$ cat src/rtl/vinstr_tx_pkg.sv
// Shared opcode constants and the packed word layout for the vector instruction channel.
// Layout of vtx_word_t is also relied on by the vector decoder side.
package vinstr_tx_pkg;

  localparam logic [6:0] VOP_ARITH = 7'h57;
  localparam logic [6:0] VOP_LOAD  = 7'h07;
  localparam logic [6:0] VOP_STORE = 7'h27;
  localparam logic [2:0] VF3_CFG   = 3'b111;

  typedef struct packed {
    logic [31:0] instr;
    logic [31:0] data2;
    logic [31:0] data1;
  } vtx_word_t;

  function automatic logic is_vector_op(input logic [6:0] opcode);
    return (opcode == VOP_ARITH) || (opcode == VOP_LOAD) || (opcode == VOP_STORE);
  endfunction

  function automatic logic is_vset(input logic [31:0] instr);
    return (instr[6:0] == VOP_ARITH) && (instr[14:12] == VF3_CFG);
  endfunction

endpackage

$ cat src/rtl/vtx_fifo.sv
// First-word-fall-through FIFO with synchronous clear; DEPTH must be a power of two >= 2.
module vtx_fifo #(
  parameter int unsigned DEPTH = 4,
  parameter int unsigned WIDTH = 96
) (
  input  logic                     clk,
  input  logic                     rst_n,
  input  logic                     clr_i,
  input  logic                     push_i,
  input  logic                     pop_i,
  input  logic [WIDTH-1:0]         wdata_i,
  output logic [WIDTH-1:0]         rdata_o,
  output logic                     full_o,
  output logic                     empty_o,
  output logic [$clog2(DEPTH):0]   count_o
);

  localparam int unsigned PtrW = $clog2(DEPTH);
  localparam int unsigned CntW = PtrW + 1;
  localparam logic [CntW-1:0] CntFull = CntW'(DEPTH);

  logic [WIDTH-1:0] r_mem [DEPTH];
  logic [PtrW-1:0]  r_wptr;
  logic [PtrW-1:0]  r_rptr;
  logic [CntW-1:0]  r_count;
  logic             w_push;
  logic             w_pop;

  assign full_o  = (r_count == CntFull);
  assign empty_o = (r_count == '0);
  assign w_push  = push_i & ~full_o;
  assign w_pop   = pop_i & ~empty_o;
  assign rdata_o = r_mem[r_rptr];
  assign count_o = r_count;

  // Power-of-two depth lets the pointers wrap by natural overflow.
  always_ff @(posedge clk or negedge rst_n) begin
    if (!rst_n) begin
      r_wptr  <= '0;
      r_rptr  <= '0;
      r_count <= '0;
    end else if (clr_i) begin
      r_wptr  <= '0;
      r_rptr  <= '0;
      r_count <= '0;
    end else begin
      if (w_push) r_wptr <= r_wptr + 1'b1;
      if (w_pop)  r_rptr <= r_rptr + 1'b1;
      if (w_push && !w_pop) begin
        r_count <= r_count + 1'b1;
      end else if (w_pop && !w_push) begin
        r_count <= r_count - 1'b1;
      end
    end
  end

  always_ff @(posedge clk) begin
    if (w_push && !clr_i) begin
      r_mem[r_wptr] <= wdata_i;
    end
  end

endmodule

$ cat src/rtl/vinstr_tx.sv
// Scalar-side transmitter: filters vector opcodes, packs {instr, rs2, rs1} and buffers them.
// Optional `VTX_VSET_SQUASH_EN suppresses a vset identical to the last one enqueued.
module vinstr_tx
  import vinstr_tx_pkg::*;
#(
  parameter int unsigned DEPTH            = 4,
  parameter int unsigned DATA_FROM_SCALAR = 96,
  parameter int unsigned DROP_CNT_W       = 16
) (
  input  logic                        clk,
  input  logic                        rst_n,
  input  logic                        valid_i,
  output logic                        ready_o,
  input  logic [31:0]                 instr_i,
  input  logic [31:0]                 rs1_data_i,
  input  logic [31:0]                 rs2_data_i,
  input  logic                        flush_i,
  output logic                        valid_o,
  input  logic                        ready_i,
  output logic [DATA_FROM_SCALAR-1:0] vector_instructions,
  output logic [$clog2(DEPTH):0]      pending_o,
  output logic [DROP_CNT_W-1:0]       dropped_o
);

  localparam logic [DROP_CNT_W-1:0] DropMax = '1;

  vtx_word_t                   w_word;
  logic [DATA_FROM_SCALAR-1:0] w_head;
  logic                        w_full;
  logic                        w_empty;
  logic                        w_xfer;
  logic                        w_is_vec;
  logic                        w_squash;
  logic                        w_push;
  logic                        w_pop;
  logic                        w_drop;
  logic [DROP_CNT_W-1:0]       r_dropped;

  assign w_word.instr = instr_i;
  assign w_word.data2 = rs2_data_i;
  assign w_word.data1 = rs1_data_i;

  assign ready_o  = ~w_full;
  assign w_xfer   = valid_i & ready_o;
  assign w_is_vec = is_vector_op(instr_i[6:0]);
  assign w_push   = w_xfer & w_is_vec & ~w_squash & ~flush_i;
  // A flush cycle discards whatever is offered and leaves the drop count alone.
  assign w_drop   = w_xfer & ~w_is_vec & ~flush_i;

  assign valid_o             = ~w_empty;
  assign w_pop               = valid_o & ready_i;
  assign vector_instructions = valid_o ? w_head : '0;
  assign dropped_o           = r_dropped;

`ifdef VTX_VSET_SQUASH_EN
  logic [63:0] r_last_vset;
  logic        r_last_valid;
  logic        w_vset;

  assign w_vset   = is_vset(instr_i);
  assign w_squash = w_xfer & w_vset & r_last_valid & ({instr_i, rs1_data_i} == r_last_vset);

  always_ff @(posedge clk or negedge rst_n) begin
    if (!rst_n) begin
      r_last_vset  <= '0;
      r_last_valid <= 1'b0;
    end else if (flush_i) begin
      r_last_valid <= 1'b0;
    end else if (w_xfer && w_vset && !w_squash) begin
      r_last_vset  <= {instr_i, rs1_data_i};
      r_last_valid <= 1'b1;
    end
  end
`else
  assign w_squash = 1'b0;
`endif

  always_ff @(posedge clk or negedge rst_n) begin
    if (!rst_n) begin
      r_dropped <= '0;
    end else if (w_drop && (r_dropped != DropMax)) begin
      r_dropped <= r_dropped + 1'b1;
    end
  end

  vtx_fifo #(
    .DEPTH (DEPTH),
    .WIDTH (DATA_FROM_SCALAR)
  ) u_fifo (
    .clk     (clk),
    .rst_n   (rst_n),
    .clr_i   (flush_i),
    .push_i  (w_push),
    .pop_i   (w_pop),
    .wdata_i (w_word),
    .rdata_o (w_head),
    .full_o  (w_full),
    .empty_o (w_empty),
    .count_o (pending_o)
  );

endmodule

$ cat config.mk
export PLATFORM = sky130hd
export DESIGN_NAME = vinstr_tx
export DESIGN_NICKNAME = d
export VERILOG_FILES = /design/src/rtl/vinstr_tx_pkg.sv /design/src/rtl/vtx_fifo.sv /design/src/rtl/vinstr_tx.sv
export SDC_FILE = /design/constraint.sdc
export NUM_CORES = 1
export LEC_CHECK = 0
export BUFFER_PORTS_ARGS = -buffer_cell sky130_fd_sc_hd__clkbuf_2
export CORE_MARGIN = 2
export CORE_UTILIZATION = 32
export CTS_CLUSTER_DIAMETER = 120
export DETAILED_ROUTE_END_ITERATION = 6
export PLACE_DENSITY_LB_ADDON = 0.1
export SYNTH_ARGS = -nofsm -noshare
export SYNTH_HDL_FRONTEND = slang
export SYNTH_SLANG_ARGS = --single-unit
$ cat constraint.sdc
create_clock -name clk -period 4.2 [get_ports clk]
set_input_delay 0.63 -clock clk [delete_from_list [all_inputs] [get_ports clk]]
set_output_delay 0.63 -clock clk [all_outputs]
set_load 0.02 [all_outputs]
==> summary.txt, run 1 <==
Clock tree
  – Setup Fix Bufs, Post-CTS: 0
  – Clock root buffer: clkbuf_16
  – TritonCTS buffer count: 46
  – Num Clock Sinks: a little over 400
  – Worst-Skew Late Latency: 560 ps
  – Clock buffer depth: 3
  – Reg clk slew, reported paths: ~60 ps
  – CTS tree: done
  – Cts repair resizes: 0
  – Hold-fix buffer count after cts: 0
  – H-tree levels: 2

Critical path
  – Worst path arrival time: 2530 ps
  – Flop2flop setup slack: about 1800 ps
  – R2R depth: 8
  – WS Path Type: flip-flop to output pin
  – CP Data Required Time: ~3600 ps
  – Worst setup EP type: output pin
  – CP Max Fanout: 44
  – Nature of the critical path startpoint: flip-flop
  – RR Startpoint: u_fifo.count_o[0]
  – Crit Reg-Reg Endpoint: u_fifo.count_o[2]

Timing
  – Slew HR: 0.5589
  – Count of pins over their slew limit: 0
  – Max Clock Skew: 15.11 ps
  – Final Critical Period: around 3200 ps
  – Fin crit share: 0.7514
  – Slew @ Worst Pin: around 660 ps
  – Setup violators final: 0
  – Final setup TNS: 0 ps
  – Unrepaired setup endpoints after global routing: false
  – Fin. Hold Viols: 0
  – Max Fclk: roughly 0.32 GHz

Pwr
  – Peak VDD IR: approximately 0.39 mV
  – Pwr Density: 506.5 mW/mm²
  – Total power: 9.719 mW
  – Leak: approximately 6.6 nW

Global route
  – Overall Global Routing Usage: 0.1375
  – Pin count of the biggest net entering global routing: 97
  – First-pass GRT wire length: a little over 50000 µm
  – Initial antenna violation count: 4
  – Vias in the first global route: a little over 8000
  – Total grt overflow: 0

Placement
  – Placed Cells: between 1500 and 2000
  – Hpwl dp: 19880 µm
  – Placed Area: around 0.018 mm²
  – Placer Congestion: about 0.70
  – Number of I/O port buffers: approximately 220

Status
  – Status: finished clean

Logic synthesis
  – Synth warn: 0
  – Synth Net Count: 849
  – #FFs+latches synth: 407
  – Mapped Cells: around 740
  – Synth cell types: 42
  – Sequential area share after synthesis: 0.7661
  – Post-Syn Area: 0.01580 mm²
  – Syn_area_per_cell: 21.30 µm²

Detailed routing
  – First-pass iteration count of the detailed router: 4
  – Antenna-violating nets left: 0
  – Drt wl/cell: 20.55 µm
  – Initial drt markers: ~420
  – DRC: 0
  – Via count: between 7000 and 8000
  – Routed WL: around 35000 µm
  – Routed vias/inst: 4.618

Finish
  – Most frequent cells in the layout: edfxtp_1 (384), clkbuf_2 (217), and2_1 (97)
  – Area Overhead vs Synth: 21.43%
  – Most common cell after layout, fill and taps aside: edfxtp_1
  – Final core utilization: 0.3928
  – Final instance area: approximately 0.019 mm²
  – Layout cells sized above 1: 0.3902
  – Ant. Diodes: 0
  – Fin cells: approximately 1700
  – Total Nets Final: around 1100

Floorplan
  – Core area: 0.04885 mm²
  – Die ar.: 0.05118 mm²
  – Core Rows: between 80 and 90
  – Die X: 226.2 µm
  – Initial Utilization: 0.3235
  – Num ports: 218
  – Die height: around 230 µm

Worst hold path
  – Hold Path Class: input port to asynchronous set/reset pin

Job
  – Max-cap violations: 0
-- area by class of cell --
class	instances	area (µm²)
Tap cell	664	830.8
Clock buffer	58	1217
Multi-Input combinational cell	291	3507
Clock inverter	26	192.7
Inverter	8	30.03
Timing Repair Buffer	230	1296
Fill cell	4552	29660
Sequential cell	407	12110
-- layer usage --
layer  global-route usage  share of wire  vias to the layer above
met4              0.04690          0.024                        8
met3              0.03903          0.072                       65
met5                    0         0.0015                        -
li1                     -              -                     3468
met1               0.1825           0.43                     4011
met2               0.2171           0.47                      225
-- where the power goes --
| group | total [mW] | internal, mW | switching [mW] |
|---|---|---|---|
| Clock | 3.77 | 2.22 | 1.55 |
| Sequential | 4.53 | 4.47 | 0.0582 |
| Combinational | 1.42 | 0.563 | 0.853 |
-- flip-flops by register name, indices dropped and copies added, names as in the netlist --
| register | flops |
|---|---|
| u_fifo.count_o | 3 |
| u_fifo.r_mem | 384 |
| u_fifo.r_wptr | 2 |
| dropped_o | 16 |
| u_fifo.r_rptr | 2 |
-- per-stage QoR --
stage               hold slack [ps]  setup slack, ps
finish                        73.57             1044
global route                  94.18            858.1
CTS                           67.07            910.5
detailed placement            484.7             1395
global placement              483.2             1400
floorplan                     334.4            985.0
-- kinds of logic after synthesis --
logic type      share of synthesized area
xor+xnor                         0.008868
simple gates                      0.06033
buf+inv                           0.01267
flops                              0.7661
fa+ha+maj                        0.005226
mux                                0.1375
compound gates                   0.009264
-- cell usage after synthesis --
library cell / count / area share
xnor2_1: 8 / 0.0044
a211oi_4: 1 / 0.0013
o2111ai_1: 1 / 0.00055
clkbuf_1: 19 / 0.0045
mux2_1: 1 / 0.00071
nand2b_1: 2 / 0.00079
nor4_1: 2 / 0.00079
nand4b_1: 1 / 0.00055
mux4_2: 96 / 0.14
o21ba_1: 1 / 0.00063
fa_1: 1 / 0.0013
a2111oi_4: 1 / 0.0017
o211ai_1: 1 / 0.00048
edfxtp_1: 384 / 0.73
nand4_1: 3 / 0.0012
a21oi_1: 2 / 0.00063
and4_4: 1 / 0.00071
buf_4: 3 / 0.0014
or2_4: 1 / 0.00055
nand3b_1: 1 / 0.00048
nand2_1: 12 / 0.0029
nor3_1: 8 / 0.0025
nor3b_1: 1 / 0.00048
or3_1: 2 / 0.00079
buf_6: 1 / 0.00071
buf_2: 13 / 0.0041
and4_1: 2 / 0.0011
and3_1: 2 / 0.00079
nand2b_4: 1 / 0.00087
a21o_1: 5 / 0.0024
nand3_1: 5 / 0.0016
o31ai_1: 1 / 0.00048
ha_1: 5 / 0.0040
nor2_1: 9 / 0.0021
and2_1: 101 / 0.040
nor3b_2: 1 / 0.00079
inv_1: 8 / 0.0019
a31oi_1: 2 / 0.00079
nor4_4: 1 / 0.0013
xor2_1: 8 / 0.0044
o21ai_0: 1 / 0.00032
dfrtp_1: 23 / 0.036
-- critical path: stages, from the launching register on --
cell	delay, ps
dfrtp_4	620
buf_12	390
mux4_2	560
and2_1	200
clkbuf_2	160
-- worst max path at each step --
stage / startpoint / end / slack, ps
floorplan: instr_i[4] / u_fifo.r_mem[0][0] / 980
global placement: instr_i[4] / u_fifo.r_mem[3][82] / 1400
detailed placement: instr_i[4] / u_fifo.r_mem[3][8] / 1400
CTS: u_fifo.r_rptr[0] / vector_instructions[26] / 910
global route: u_fifo.r_rptr[0] / vector_instructions[26] / 860
finish: u_fifo.r_rptr[0] / vector_instructions[26] / 1040
No activity file was read; power rests on OpenSTA's default activity.
==> run 2: changes to the inputs <==
==> constraint.sdc (replaced) <==
create_clock -name clk -period 2.78 [get_ports clk]
set_input_delay 0.417 -clock clk [delete_from_list [all_inputs] [get_ports clk]]
set_output_delay 0.417 -clock clk [all_outputs]
set_load 0.02 [all_outputs]
==> run 2 against run 1 <==
  * Setup slack got worse by 940 ps
  * Clock skew down 5.3 ps
  * Routed wire length is 3.3% higher
  * Global-route usage hardly changed
  * Final cell count is 1.0% higher
  * Sequential power is 51% higher
  * Register-to-register slack got worse by 1200 ps
  * Critical endpoint is now vector_instructions[60]
==> summary.txt, run 2 (synthesized netlist as in run 1, its figures left out) <==
Timing
  – Max Clock Skew: 9.805 ps (-5.308 ps)
  – Slew HR: 0.5793 (+0.02033)
  – Count of pins over their slew limit: 0 (unchanged)
  – Fin. Hold Viols: 0 (unchanged)
  – Final Critical Period: 2677 ps
  – Fin crit share: 0.9629
  – Slew @ Worst Pin: 631.1 ps (-30.49 ps)
  – Unrepaired setup endpoints after global routing: false
  – Max Fclk: around 0.37 GHz
  – Setup violators final: 0 (unchanged)

Finish
  – Biggest register: u_fifo.r_mem
  – Final instance area: 0.01961 mm² (+2.2%)
  – Most common cell after layout, fill and taps aside: edfxtp_1
  – Largest register FFs: 384 (unchanged)
  – Area Overhead vs Synth: 24.10%
  – Layout fillers: 4500 (-1.1%)
  – Fin cells: 1701 (+1.0%)
  – Layout cells sized above 1: 0.4044 (+0.01424)
  – Total Nets Final: 1110 (+1.7%)
  – Most frequent cells in the layout: edfxtp_1 (384), clkbuf_2 (211), and2_1 (97)

Global route
  – First-pass GRT wire length: 52160 µm (+0.85%)
  – Initial antenna violation count: 2 (-2)
  – Vias in the first global route: 8550 (+4.4%)
  – Overall Global Routing Usage: 0.1371 (-0.0003070)
  – Pin count of the biggest net entering global routing: 53 (-45%)
  – Total grt overflow: 0 (unchanged)

Placement
  – Placed Cells: 1610 (+0.63%)
  – Hpwl dp: 20740 µm (+4.3%)
  – Placer Congestion: 0.7297 (+4.5%)
  – Number of I/O port buffers: 217 (unchanged)
  – Placed Area: 0.01797 mm² (+1.1%)

Detailed routing
  – DRC: 0 (unchanged)
  – Routed WL: 35730 µm (+3.3%)
  – Initial drt markers: 485 (+15%)
  – Drt wl/cell: 21.01 µm (+2.2%)
  – First-pass iteration count of the detailed router: 6 (+2)
  – Routed vias/inst: 4.563 (-1.2%)
  – Via count: 7761 (-0.21%)
  – Antenna-violating nets left: 0 (unchanged)

Critical path
  – Worst setup EP type: output pin
  – CP Max Fanout: 13 (-70%)
  – Worst path arrival time: 2260 ps (-270 ps)
  – WS Path Type: flip-flop to output pin
  – Nature of the critical path startpoint: flip-flop
  – CP Data Required Time: 2360 ps (-1210 ps)

Clock tree
  – H-tree levels: 2 (unchanged)
  – CTS tree: done
  – Clock root buffer: clkbuf_16
  – Num Clock Sinks: 407 (unchanged)
  – TritonCTS buffer count: 47 (+2.2%)
  – Reg clk slew, reported paths: 60 ps (about the same)
  – Clock buffer depth: 3 (unchanged)
  – Worst-Skew Late Latency: 560 ps (about the same)

Floorplan
  – Initial Utilization: 0.3235 (unchanged)
  – Die ar.: 0.05118 mm² (unchanged)
  – Die X: 226.2 µm (unchanged)
  – Die height: 226.2 µm (unchanged)
  – Core Rows: 81 (unchanged)
  – Num ports: 218 (unchanged)
  – Core area: 0.04885 mm² (unchanged)

Worst hold path
  – Hold Path Class: input port to flip-flop

Job
  – Max-cap violations: 0 (unchanged)

Pwr
  – Total power: 14.90 mW (+53%)
  – Leak: 6.736 nW (+2.6%)
  – Peak VDD IR: 0.4873 mV (+26%)
  – Pwr Density: 759.9 mW/mm² (+50%)

Status
  – Status: finished clean
run 2: worst paths after layout:
kind / cells past startpoint / from / slack, ps / endpoint
worst max-delay path: 5 / u_fifo.r_rptr[0] / 100 / vector_instructions[60]
worst min-delay path: 1 / rs2_data_i[3] / 80 / u_fifo.r_mem[2][35]
worst max register to register: 7 / u_fifo.count_o[0] / 550 / u_fifo.count_o[2]
worst min register to register: 1 / dropped_o[9] / 490 / dropped_o[9]
max in group asynchronous: 2 / rst_n / 1900 / u_fifo.r_rptr[1]
min in group asynchronous: 2 / rst_n / 410 / dropped_o[9]
run 2: timing repair:
action	in CTS	in global routing
cloned	0	5
hold endpoints to repair	23	0
resized for setup	14	4
setup endpoints to repair	90	96
setup buffers	0	2
hold buffers	1	0
run 2: final cells by class:
cell class / instances / area [µm²] / share of cell area
clock buffer: 61 / 1271 / 0.06482
clock inverter: 21 / 153.9 / 0.007847
inverter: 8 / 30.03 / 0.001531
tap: 664 / 830.8 / 0.04236
timing repair buffer: 248 / 1702 / 0.08677
multi-input combinational: 291 / 3507 / 0.1788
sequential: 407 / 12110 / 0.6177
antenna: 1 / 2.502 / 0.0001276
run 2: power breakdown:
group	switching (mW)	internal, mW
registers	0.0715	6.76
logic	1.38	0.973
clock network	2.33	3.39
run 2: per-stage QoR:
| stage | TNS (ps) | hold WS (ps) | setup slack [ps] | utilization |
|---|---|---|---|---|
| 2_1_floorplan | -85260 | 121.4 | -222.0 | - |
| 3_3_place_gp | 0 | 474.1 | 291.9 | 0.3678 |
| 3_5_place_dp | 0 | 468.4 | 283.2 | 0.3678 |
| 4_1_cts | -1451 | 37.50 | -49.59 | 0.3985 |
| 5_1_grt | 0 | 52.61 | 2.634 | 0.4014 |
| 6_report | 0 | 76.70 | 103.1 | 0.4015 |
run 2: per-layer routing:
layer,vias to the layer above,global-route usage,wire [µm]
met3,50,0.04124,2397
met4,2,0.04138,651
li1,3509,-,-
met2,181,0.2255,17280
met5,-,0,7
met1,4019,0.1748,15390
run 2: worst max-delay path, stage by stage (launching register included):
cell and delay [ps]:
dfrtp_4 460, buf_12 160, clkbuf_16 210, mux4_2 510, and2_1 180, clkbuf_2 150
==> run 3: changes to the inputs <==
--- a/config.mk
+++ b/config.mk
@@ -6,11 +6,13 @@
 export NUM_CORES = 1
 export LEC_CHECK = 0
 export BUFFER_PORTS_ARGS = -buffer_cell sky130_fd_sc_hd__clkbuf_2
+export CELL_PAD_IN_SITES_DETAIL_PLACEMENT = 1
+export CELL_PAD_IN_SITES_GLOBAL_PLACEMENT = 2
 export CORE_MARGIN = 2
 export CORE_UTILIZATION = 32
 export CTS_CLUSTER_DIAMETER = 120
 export DETAILED_ROUTE_END_ITERATION = 6
-export PLACE_DENSITY_LB_ADDON = 0.1
+export PLACE_DENSITY = 0.72
 export SYNTH_ARGS = -nofsm -noshare
 export SYNTH_HDL_FRONTEND = slang
 export SYNTH_SLANG_ARGS = --single-unit
==> constraint.sdc (replaced) <==
create_clock -name clk -period 2.78 [get_ports clk]
set_input_delay 0.556 -clock clk [delete_from_list [all_inputs] [get_ports clk]]
set_output_delay 0.556 -clock clk [all_outputs]
set_load 0.02 [all_outputs]
==> run 3 against run 2 <==
  * Register-to-register slack lost 90 ps
  * Sequential cell count did not move
  * Via count increased by 2.8%
  * First-iteration DRC count fell by 21%
  * Setup slack got worse by 110 ps
  * The run now ends with negative setup slack left
  * Routed wire length increased by 1.3%
  * Die area did not move
  * Final area is 3.2% higher
  * Worst hold slack gained 120 ps
  * Critical path type unchanged
  * Utilization rose by 1.3 points
  * Non-clock buffer count up 17
  * Total power increased by 4.5%
==> summary.txt, run 3 (synthesized netlist as in run 1, its figures left out) <==
Worst hold path
  – Hold Path Class: input port to flip-flop

Critical path
  – Nature of the critical path startpoint: flip-flop
  – WP buf/inv: 3 (unchanged)
  – Worst setup EP type: output pin
  – CP Max Fanout: 9 (-4)
  – Critical path's largest stage delay: 490 ps (-20 ps)
  – Delay-heaviest family, CP: buffers and inverters
  – CP max-delay cell: mux4_2
  – CP Data Required Time: 2220 ps (-140 ps)
  – Worst-path cell chain: buf_12 > clkbuf_16 > mux4_2 > and2_1 > buf_2
  – WS Path Type: flip-flop to output pin
  – Worst path arrival time: 2230 ps (-30 ps)

Timing
  – Fin. Hold Viols: 0 (unchanged)
  – Slew @ Worst Pin: 603.9 ps (-27.25 ps)
  – Final Critical Period: 2788 ps (+110.9 ps)
  – PnR worst setup slack: -7.790 ps (-110.9 ps)
  – Unrepaired setup endpoints after global routing: true
  – Fin crit share: 1.003 (+0.03989)
  – Max Fclk: 0.3587 GHz (-4.0%)
  – Max Clock Skew: 12.69 ps (+2.883 ps)
  – Fin Hold WS: 201.0 ps (+124.3 ps)
  – Slew HR: 0.5974 (+0.01817)
  – Final setup TNS: -13.45 ps (-13.45 ps)
  – Setup violators final: 3 (+3)
  – Count of pins over their slew limit: 0 (unchanged)

Clock tree
  – CTS tree: done
  – H-tree levels: 2 (unchanged)
  – Worst-Skew Late Latency: 560 ps (about the same)
  – Reg clk slew, reported paths: 60 ps (about the same)
  – Clock root buffer: clkbuf_16
  – Num Clock Sinks: 407 (unchanged)
  – TritonCTS buffer count: 46 (-2.1%)
  – Clock buffer depth: 3 (unchanged)

Floorplan
  – Core Rows: 81 (unchanged)
  – Die X: 226.2 µm (unchanged)
  – Die ar.: 0.05118 mm² (unchanged)
  – Core area: 0.04885 mm² (unchanged)
  – Num ports: 218 (unchanged)
  – Die height: 226.2 µm (unchanged)
  – Initial Utilization: 0.3235 (unchanged)

Status
  – Failing checks: negative setup slack
  – Status: finished, violations left

Placement
  – Number of I/O port buffers: 217 (unchanged)
  – Placed Area: 0.01799 mm² (+0.12%)
  – Placer Congestion: 0.7024 (-3.7%)
  – Hpwl dp: 21040 µm (+1.4%)
  – Pre-CTS setup slack: 196.2 ps (-86.96 ps)

Pwr
  – Peak VDD IR: 0.5720 mV (+17%)
  – Pwr Density: 769.5 mW/mm² (+1.3%)
  – Total power: 15.57 mW (+4.5%)
  – Leak: 7.028 nW (+4.3%)

Global route
  – Vias in the first global route: 8705 (+1.8%)
  – Overall Global Routing Usage: 0.1413 (+0.004177)
  – First-pass GRT wire length: 53380 µm (+2.3%)
  – Pin count of the biggest net entering global routing: 56 (+5.7%)
  – Total grt overflow: 0 (unchanged)
  – Initial antenna violation count: 4 (+2)

Finish
  – Area Overhead vs Synth: 28.07%
  – Layout fillers: 4745 (+5.4%)
  – Final instance area: 0.02024 mm² (+3.2%)
  – Total Nets Final: 1126 (+1.4%)
  – Biggest register: u_fifo.r_mem
  – Most frequent cells in the layout: edfxtp_1 (384), clkbuf_2 (144), mux4_2 (96)
  – Layout cells sized above 1: 0.4530 (+0.04855)
  – Largest register FFs: 384 (unchanged)
  – Ant. Diodes: 0 (-1)
  – Most common cell after layout, fill and taps aside: edfxtp_1

Detailed routing
  – Routed WL: 36200 µm (+1.3%)
  – Antenna-violating nets left: 0 (unchanged)
  – First-pass iteration count of the detailed router: 4 (-2)
  – Via count: 7980 (+2.8%)
  – Initial drt markers: 383 (-21%)
  – Drt wl/cell: 21.08 µm (+0.36%)
  – Routed vias/inst: 4.648 (+1.9%)
  – DRC: 0 (unchanged)

Job
  – Max-cap violations: 0 (unchanged)
run 3: worst paths after layout:
path / startpoint / end / slack, ps / depth (start not counted)
max in group asynchronous: rst_n / u_fifo.r_rptr[0] / 1770 / 2
worst min-delay path: rs1_data_i[14] / u_fifo.r_mem[3][14] / 200 / 1
min in group asynchronous: rst_n / dropped_o[12] / 560 / 2
worst min register to register: dropped_o[13] / dropped_o[13] / 490 / 1
worst max register to register: u_fifo.count_o[2] / u_fifo.count_o[2] / 460 / 7
worst max-delay path: u_fifo.r_rptr[0] / vector_instructions[38] / -8 / 5
run 3: worst register-to-register path, delay by kind of cell, from the launching register on:
family	cells	cell delay, ps
simple gates	3	890
flops	1	470
fa+ha+maj	1	420
compound gates	3	400
run 3: metrics by stage:
step                  util  std cells
finish              0.4143       1717
CTS                 0.4038       1711
global route        0.4143       1717
global placement    0.3682       1614
floorplan                -        742
detailed placement  0.3682       1614
run 3: timing repair:
action,in CTS,in global routing
hold buffers,1,0
gates cloned,3,5
buffers inserted,11,1
hold endpoints to repair,23,0
resized for setup,20,198
pin swaps,1,0
setup endpoints to repair,96,96
run 3: layout make-up:
type	instances	area (µm²)	share of cell area
Clock inverter	23	210.2	0.01039
Inverter	8	30.03	0.001484
Timing Repair Buffer	265	2180	0.1077
Sequential cell	407	12110	0.5986
Tap cell	664	830.8	0.04105
Multi-Input combinational cell	291	3611	0.1784
Clock buffer	59	1262	0.06238
run 3: metal layers:
| layer | GRT usage | part of all wire | routed length (µm) |
|---|---|---|---|
| met5 | 0 | 0.0013 | 46 |
| met2 | 0.2378 | 0.50 | 18080 |
| met3 | 0.03825 | 0.051 | 1864 |
| met4 | 0.04160 | 0.022 | 792 |
| met1 | 0.1788 | 0.43 | 15420 |
run 3: power breakdown:
part | internal, mW | switching (mW)
Combinational | 1.39 | 1.47
Clock | 3.48 | 2.40
Sequential | 6.76 | 0.0691
Total | 11.6 | 3.94
